===== config.mk =====
export PLATFORM = sky130hd
export DESIGN_NAME = sliced_adder_flat
export DESIGN_NICKNAME = d
export VERILOG_FILES = /design/src/rtl/sliced_adder_if.sv /design/src/rtl/sliced_adder.sv /design/src/flat_wrapper.sv
export SDC_FILE = /design/constraint.sdc
export NUM_CORES = 1
export LEC_CHECK = 0
export CAP_MARGIN = 10
export CORE_MARGIN = 4
export CORE_UTILIZATION = 42
export CTS_CLUSTER_SIZE = 16
export DETAILED_ROUTE_END_ITERATION = 16
export GPL_ROUTABILITY_DRIVEN = 0
export HOLD_SLACK_MARGIN = 0.08
export PLACE_DENSITY = 0.63
export SLEW_MARGIN = 20
export SYNTH_ARGS = -nofsm -noshare
export SYNTH_HDL_FRONTEND = slang
export SYNTH_SLANG_ARGS = --single-unit
export TNS_END_PERCENT = 5

===== constraint.sdc =====
create_clock -name clk -period 3.5 [get_ports clk]
set_clock_uncertainty 0.15 [all_clocks]
set_input_delay 0.35 -clock clk [delete_from_list [all_inputs] [get_ports clk]]
set_output_delay 0.35 -clock clk [all_outputs]
set_load 0.02 [all_outputs]

===== src/rtl/sliced_adder_if.sv =====
// Operand/result handshake bundle for sliced_adder.
// master drives operands and out_ready; slave is the adder.
interface sliced_adder_if #(
   parameter int WIDTH = 32
);
   logic             in_valid;
   logic             in_ready;
   logic [WIDTH-1:0] A;
   logic [WIDTH-1:0] Y;
   logic             Cin;
   logic             SUB;
   logic             out_valid;
   logic             out_ready;
   logic [WIDTH-1:0] G;
   logic             Cout;
   logic             V;
   logic             N;
   logic             Z;

   modport master (
      output in_valid, A, Y, Cin, SUB, out_ready,
      input  in_ready, out_valid, G, Cout, V, N, Z
   );

   modport slave (
      input  in_valid, A, Y, Cin, SUB, out_ready,
      output in_ready, out_valid, G, Cout, V, N, Z
   );
endinterface


===== src/rtl/sliced_adder.sv =====
// Multi-cycle WIDTH-bit adder/subtractor, SLICE bits per clock, with C/V/N/Z flags.
// Latency: result valid NSL edges after accept. Backpressure: one op in flight, result held until out_ready.
// Optional saturation on signed overflow: define SLICED_ADDER_SAT_EN.
module sliced_adder #(
   parameter int WIDTH = 32,
   parameter int SLICE = 8
) (
   input  logic          clk,
   input  logic          rst_n,
   sliced_adder_if.slave bus
);
   localparam int NSL = WIDTH / SLICE;
   localparam int CW  = (NSL > 1) ? $clog2(NSL) : 1;
   localparam logic [CW-1:0] LAST = CW'(NSL - 1);

   typedef enum logic [1:0] {IDLE, RUN, DONE} state_t;

   state_t                 state, state_nxt;
   logic [CW-1:0]          cnt;
   logic [WIDTH-1:0]       a_q, y_q, acc;
   logic                   carry;
   logic [WIDTH-1:0]       g_q;
   logic                   cout_q, v_q, n_q, z_q;

   logic [SLICE:0]         slice_sum;
   logic [WIDTH+SLICE-1:0] acc_cat;
   logic [WIDTH-1:0]       res, g_fin;
   logic                   last, v_fin;

   // Operands shift down one slice per cycle, so slice k is always at the bottom;
   // the accumulator fills from the top and is fully aligned after NSL shifts.
   always_comb begin
      slice_sum = {1'b0, a_q[SLICE-1:0]} + {1'b0, y_q[SLICE-1:0]} + {{SLICE{1'b0}}, carry};
      acc_cat   = {slice_sum[SLICE-1:0], acc};
      res       = acc_cat[WIDTH+SLICE-1:SLICE];
      last      = (cnt == LAST);
      v_fin     = a_q[SLICE-1] ^ y_q[SLICE-1] ^ slice_sum[SLICE-1] ^ slice_sum[SLICE];
      g_fin     = res;
`ifdef SLICED_ADDER_SAT_EN
      if (v_fin) begin
         g_fin = a_q[SLICE-1] ? {1'b1, {(WIDTH-1){1'b0}}} : {1'b0, {(WIDTH-1){1'b1}}};
      end
`endif
   end

   always_ff @(posedge clk or negedge rst_n) begin
      if (!rst_n) begin
         state <= IDLE;
      end else begin
         state <= state_nxt;
      end
   end

   always_comb begin
      state_nxt     = state;
      bus.in_ready  = 1'b0;
      bus.out_valid = 1'b0;
      case (state)
         IDLE: begin
            bus.in_ready = 1'b1;
            if (bus.in_valid) state_nxt = RUN;
         end
         RUN: begin
            if (last) state_nxt = DONE;
         end
         DONE: begin
            bus.out_valid = 1'b1;
            if (bus.out_ready) state_nxt = IDLE;
         end
         default: state_nxt = IDLE;
      endcase
   end

   always_ff @(posedge clk or negedge rst_n) begin
      if (!rst_n) begin
         cnt    <= '0;
         a_q    <= '0;
         y_q    <= '0;
         acc    <= '0;
         carry  <= 1'b0;
         g_q    <= '0;
         cout_q <= 1'b0;
         v_q    <= 1'b0;
         n_q    <= 1'b0;
         z_q    <= 1'b0;
      end else begin
         case (state)
            IDLE: begin
               if (bus.in_valid) begin
                  a_q   <= bus.A;
                  y_q   <= bus.SUB ? ~bus.Y : bus.Y;
                  carry <= bus.Cin;
                  acc   <= '0;
                  cnt   <= '0;
               end
            end
            RUN: begin
               a_q   <= a_q >> SLICE;
               y_q   <= y_q >> SLICE;
               acc   <= res;
               carry <= slice_sum[SLICE];
               if (last) begin
                  g_q    <= g_fin;
                  cout_q <= slice_sum[SLICE];
                  v_q    <= v_fin;
                  n_q    <= g_fin[WIDTH-1];
                  z_q    <= (g_fin == '0);
               end else begin
                  cnt <= cnt + CW'(1);
               end
            end
            default: ;
         endcase
      end
   end

   assign bus.G    = g_q;
   assign bus.Cout = cout_q;
   assign bus.V    = v_q;
   assign bus.N    = n_q;
   assign bus.Z    = z_q;
endmodule


===== src/flat_wrapper.sv =====
// flat-port wrapper written by rule: the top's interface ports become plain ports
module sliced_adder_flat 
#(
   parameter int WIDTH = 32,
   parameter int SLICE = 8
)
  (clk, rst_n, bus_in_valid, bus_A, bus_Y, bus_Cin, bus_SUB, bus_out_ready, bus_in_ready, bus_out_valid, bus_G, bus_Cout, bus_V, bus_N, bus_Z);
  sliced_adder_if #(.WIDTH(WIDTH)) bus_i ();
  input  logic clk;
  input  logic rst_n;
  input wire logic [$bits(bus_i.in_valid)-1:0] bus_in_valid;
  input wire logic [$bits(bus_i.A)-1:0] bus_A;
  input wire logic [$bits(bus_i.Y)-1:0] bus_Y;
  input wire logic [$bits(bus_i.Cin)-1:0] bus_Cin;
  input wire logic [$bits(bus_i.SUB)-1:0] bus_SUB;
  input wire logic [$bits(bus_i.out_ready)-1:0] bus_out_ready;
  output wire logic [$bits(bus_i.in_ready)-1:0] bus_in_ready;
  output wire logic [$bits(bus_i.out_valid)-1:0] bus_out_valid;
  output wire logic [$bits(bus_i.G)-1:0] bus_G;
  output wire logic [$bits(bus_i.Cout)-1:0] bus_Cout;
  output wire logic [$bits(bus_i.V)-1:0] bus_V;
  output wire logic [$bits(bus_i.N)-1:0] bus_N;
  output wire logic [$bits(bus_i.Z)-1:0] bus_Z;
  assign bus_i.in_valid = bus_in_valid;
  assign bus_i.A = bus_A;
  assign bus_i.Y = bus_Y;
  assign bus_i.Cin = bus_Cin;
  assign bus_i.SUB = bus_SUB;
  assign bus_i.out_ready = bus_out_ready;
  assign bus_in_ready = bus_i.in_ready;
  assign bus_out_valid = bus_i.out_valid;
  assign bus_G = bus_i.G;
  assign bus_Cout = bus_i.Cout;
  assign bus_V = bus_i.V;
  assign bus_N = bus_i.N;
  assign bus_Z = bus_i.Z;
  sliced_adder #(.WIDTH(WIDTH), .SLICE(SLICE)) u_core (.clk(clk), .rst_n(rst_n), .bus(bus_i));
endmodule

; Word-level counts from Yosys, hierarchy flattened
; Cells that the tools add are included.
[op_classes]
addsub = 3
multipliers = 0
div = 0
magnitude_cmp = 0
eq_ne = 7
shifts = 0
mux = 18
bitwise = 4
reduce_logical = 7
[op_table]
columns = op, n
row1 = $pmux W32 S2, 3
row2 = $mux W32, 4
row3 = $logic_not A32 Y1, 1
row4 = $not A32 Y32, 1
row5 = $mux W2, 5
row6 = $add A8 B8 Y9, 1
row7 = $add A9 B1 Y9, 1
row8 = $ne A2 B2 Y1 const B, 3
row9 = $pmux W2 S3, 1
row10 = $reduce_and A3 Y1, 2
row11 = $eq A2 B2 Y1 const B, 2
row12 = $pmux W2 S2, 1
row13 = $reduce_and A2 Y1, 2
row14 = $mux W1, 3
row15 = $xor A1 B1 Y1, 3
row16 = $add A2 B1 Y2 const B, 1
row17 = $eq A2 B1 Y1 const B, 1
row18 = $logic_not A2 Y1, 1
row19 = $ne A2 B1 Y1 const B, 1
row20 = $pmux W1 S2, 1
row21 = $reduce_bool A2 Y1, 1
[totals]
reg_bits = 137
latch_bits = 0
ram_bits = 0
rom_bits = 0
in_bits = 70
output_inout_bits = 38
word_cells = 50
mem_count = 0

; Logic depth before layout (Yosys ltp)
[logic_depth]
depth_word = 4
mapped_depth = 9
mapped_depth_nobuf = 9

; Worst setup path before layout
; Ideal clock, no wire load.
[synth_path]
kind = reg2reg
from = reg u_core.carry
to = reg u_core.z_q, in the netlist u_core.bus.Z
setup_ns = 0.092
arrival_time_ns = 1.956
required_time_ns = 3.258
path_slack_ns = 1.302
stages_incl_launch_ff = 10
n_path_buf = 0
period_less_slack_ns = 2.198
path_cell_list = dfrtp_1 -> fa_1 -> inv_1 -> fa_1 -> nor2b_1 -> o22ai_2 -> xnor2_1 -> nor4_2 -> nand3_1 -> o31ai_2
[synth_between]
elab_chain_cells = 2
[synth_rtl]
columns = element, line_no
row1 = from (decl), sliced_adder.sv:21  ; logic carry;
row2 = from (signal assigned), sliced_adder.sv:92  ; carry <= bus.Cin;
row3 = from (signal assigned), sliced_adder.sv:101  ; carry <= slice_sum[SLICE];
row4 = $add A9 B1 Y9, sliced_adder.sv:33  ; slice_sum = {1'b0, a_q[SLICE-1:0]} + {1'b0, y_q[SLICE-1:0]} + {{SLICE{1'b0}}, carry};
row5 = $logic_not A32 Y1, sliced_adder.sv:107  ; z_q <= (g_fin == '0);
row6 = to (signal assigned), sliced_adder.sv:107
row7 = to (decl), sliced_adder.sv:23  ; logic cout_q, v_q, n_q, z_q;
; No other way between the ends.
; A chain may end at the register's enable or synchronous reset.

; Final worst setup path
[layout_path]
from = reg u_core.state[1]
to = out bus_out_valid
[layout_between]
elab_chain_cells = 2
[layout_rtl]
columns = element, line_no
row1 = from (decl), sliced_adder.sv:18  ; state_t state, state_nxt;
row2 = from (signal assigned), sliced_adder.sv:50  ; state <= state_nxt;
row3 = $eq A2 B2 Y1, sliced_adder.sv:58  ; case (state)
row4 = $mux W1, sliced_adder.sv:58
row5 = to (decl), flat_wrapper.sv:18  ; output wire logic [$bits(bus_i.out_valid)-1:0] bus_out_valid;
; No other way between the ends.

==> impl_metrics.py <==
metrics = {
    "final_layout": {
        "area_delta_synth_final_pct": 31.12,
        "final_common_cell": "dfrtp_1",
        "drive_above_1_share_pct": 10.76,
        "nets": 709,
        "layout_common_cells": "dfrtp_1 (128), clkdlybuf4s50_1 (105), nand2_1 (65)",
        "diodes": 0,
        "stdcell_area_um2": 7717,
        "stdcell_count": 817,
        "nFillCells": 1185,
        "seq_area_um2": 3203,
        "multiInputGateArea_um2": 2504,
    },
    "critical_path": {
        "criticalPathCategory": "reg -> out",
        "path_max_fanout": 17,
        "worstRegToRegCells": 9,
        "rrSetupSlack_ps": 1050,
        "crit_required_ps": 3000,
        "start_kind": "flip-flop",
        "end_kind": "primary output",
        "crit_arrival_ps": 2260,
    },
    "clocking": {
        "cts_made_buffers": 17,
        "post_cts_resize_count": 0,
        "cts_max_level": 4,
        "clkTransAtPathRegs_ps": 50,
        "cts_tree": "yes",
        "cts_root_buffer": "clkbuf_16",
        "cts_sinks": 128,
        "clockBufferDepth": 2,
        "clock_latency_ps": 420,
    },
    "routing": {
        "remaining_drc_errors": 0,
        "routed_wl_mm": 13.79,
        "wl_per_cell_um": 16.87,
        "vias": 4245,
        "first_pass_iters": 4,
        "vias_per_cell": 5.196,
        "antenna_left": 0,
        "drtIter0Drc": 241,
    },
    "global_routing": {
        "grt_first_pass_wirelength_mm": 23.00,
        "grt_remaining_overflow": 0,
        "track_usage_pct": 17.85,
        "first_global_vias": 4548,
        "grt_max_degree": 59,
        "antenna_found_initial": 0,
    },
    "yosys": {
        "syn_nets": 612,
        "syn-instance-count": 532,
        "async_reset_ff_share_pct": 100.0,
        "ys_ff_latch": 128,
        "synthDistinctLibCells": 49,
        "seq_area_frac_synth_pct": 54.42,
        "synth_top_cell_by_area": "dfrtp_1",
        "synth_area_leaders": "dfrtp_1 (54%), a22o_1 (4.6%), xnor2_1 (4.6%)",
        "synth.avg_cell_area_um2": 11.06,
        "synth_area_um2": 5886,
        "synth_edf_count": 0,
        "yosysWarnings": 0,
        "synth_ff_type": "dfrtp_1",
        "yosysTopAreaCellShare_pct": 54.42,
    },
    "place": {
        "place_area_um2": 7113,
        "hpwl_mm": 9.844,
        "place_inst": 785,
        "portBuffers": 107,
    },
    "pwr": {
        "powerDensity_nw_per_um2": 1037,
        "p_leak_nw": 3.346,
        "ir_worst_vdd_mv": 0.4485,
        "totalPowerFinal_mw": 8.000,
    },
    "sta": {
        "fmax_ghz": 0.3618,
        "setup_tns_ps": 0,
        "drv_slew": 0,
        "fin_crit_ps": 2764,
        "rsz0062_at_grt": "false",
        "tightest_slew_ps": 915.2,
        "final-setup-viol-count": 0,
        "hold_violations": 0,
        "fin_crit_sh_pct": 78.97,
        "relSlewSlack_pct": 38.99,
    },
    "run": {
        "cap_violations": 0,
    },
    "die": {
        "start_util_pct": 43.58,
        "dieWidth_um": 126.4,
        "ios": 108,
        "fp.dieH_um": 126.4,
        "rows": 42,
        "coreArea_um2": 13510,
        "die_area_um2": 15970,
    },
    "min_path": {
        "hold_depth": 2,
        "hold_class": "reg -> reg",
    },
    "status": {
        "outcome": "completed",
    },
}
cell families (layout without fill, tap and decap cells):
logic type	after synthesis	after routing	share of synthesized area [%]
AND/OR/NAND/NOR	149	149	12.07
AO/OA/AOI/OAI	131	131	16.20
flip-flops	128	128	54.42
buffers and inverters	46	155	3.252
XOR/XNOR	39	39	6.059
multiplexers	29	29	5.612
adder cells (fa/ha/maj)	10	10	2.381
worst max-delay path: stages, from the launching register on:
cell and delay [ps]:
dfrtp_1 740, buf_4 330, nand2b_1 100, inv_1 60
clkdlybuf4s50_1 600
flip-flops by register name, indices dropped and copies added, names as in the netlist:
signal and cells:
u_core.state 2, u_core.a_q 32, u_core.y_q 32, u_core.acc 24, u_core.cnt 2, u_core.bus.V 1
u_core.bus.G 32, u_core.bus.Cout 1, u_core.carry 1, u_core.bus.Z 1
metrics by stage:
step                util [%]  setup slack [ps]  hold WS (ps)
floorplan                  -              1302        -95.59
global placement       52.67              1181         303.7
detailed placement     52.67              1080         310.0
CTS                    57.14             733.8         331.1
global route           57.14             633.9         347.5
finish                 57.14             736.1         330.7
cell usage after synthesis, types with 2 or more instances:
| master | count |
|---|---|
| xnor2_1 | 31 |
| nor4_2 | 2 |
| buf_1 | 4 |
| nand2_1 | 65 |
| dfrtp_1 | 128 |
| or3_1 | 2 |
| ha_1 | 8 |
| nand2b_1 | 3 |
| a31oi_1 | 24 |
| mux2_2 | 13 |
| clkbuf_1 | 23 |
| inv_1 | 6 |
| xor2_1 | 6 |
| a22o_1 | 31 |
| nor3_1 | 3 |
| fa_1 | 2 |
| o31ai_1 | 5 |
| o22a_1 | 24 |
| a21oi_1 | 26 |
| mux2_1 | 15 |
| nand3_1 | 3 |
| nor2b_1 | 28 |
| buf_2 | 12 |
| o21ai_0 | 10 |
| nor4_1 | 4 |
| xnor2_2 | 2 |
| nor2_1 | 30 |
routing by layer:
metal  global-route usage, %  routed length, um
met1                   22.74               6136
met2                   29.20               6758
met5                       0                  0
met4                   7.129                286
met3                   4.540                603
layout make-up:
class / instances / share of cell area [%]
clock buffer: 26 / 6.728
timing repair buffer: 118 / 15.21
clock inverter: 5 / 0.9728
inverter: 6 / 0.2918
multi-input combinational: 358 / 32.44
tap: 176 / 2.853
sequential: 128 / 41.50
power breakdown:
group	internal, mW	total (mW)	switching, mW
Sequential	2.19	2.69	0.502
Combinational	1.69	3.56	1.87
Clock	1.15	1.75	0.595
worst paths after layout:
path / startpoint / to
max: u_core.state[1]$_DFFE_PN0P_ / bus_out_valid
max in group asynchronous: rst_n / u_core.y_q[26]$_DFFE_PN0P_
min in group asynchronous: rst_n / u_core.y_q[2]$_DFFE_PN0P_
min reg2reg: u_core.y_q[31]$_DFFE_PN0P_ / u_core.y_q[31]$_DFFE_PN0P_
min: u_core.y_q[31]$_DFFE_PN0P_ / u_core.y_q[31]$_DFFE_PN0P_
max reg2reg: u_core.carry$_DFFE_PN0P_ / u_core.carry$_DFFE_PN0P_
timing repair:
item                      4_1_cts  5_1_grt
hold endpoints to repair       56        0
setup buffers                   0        0
hold buffers                    1        0
No activity file was read; power rests on OpenSTA's default activity.
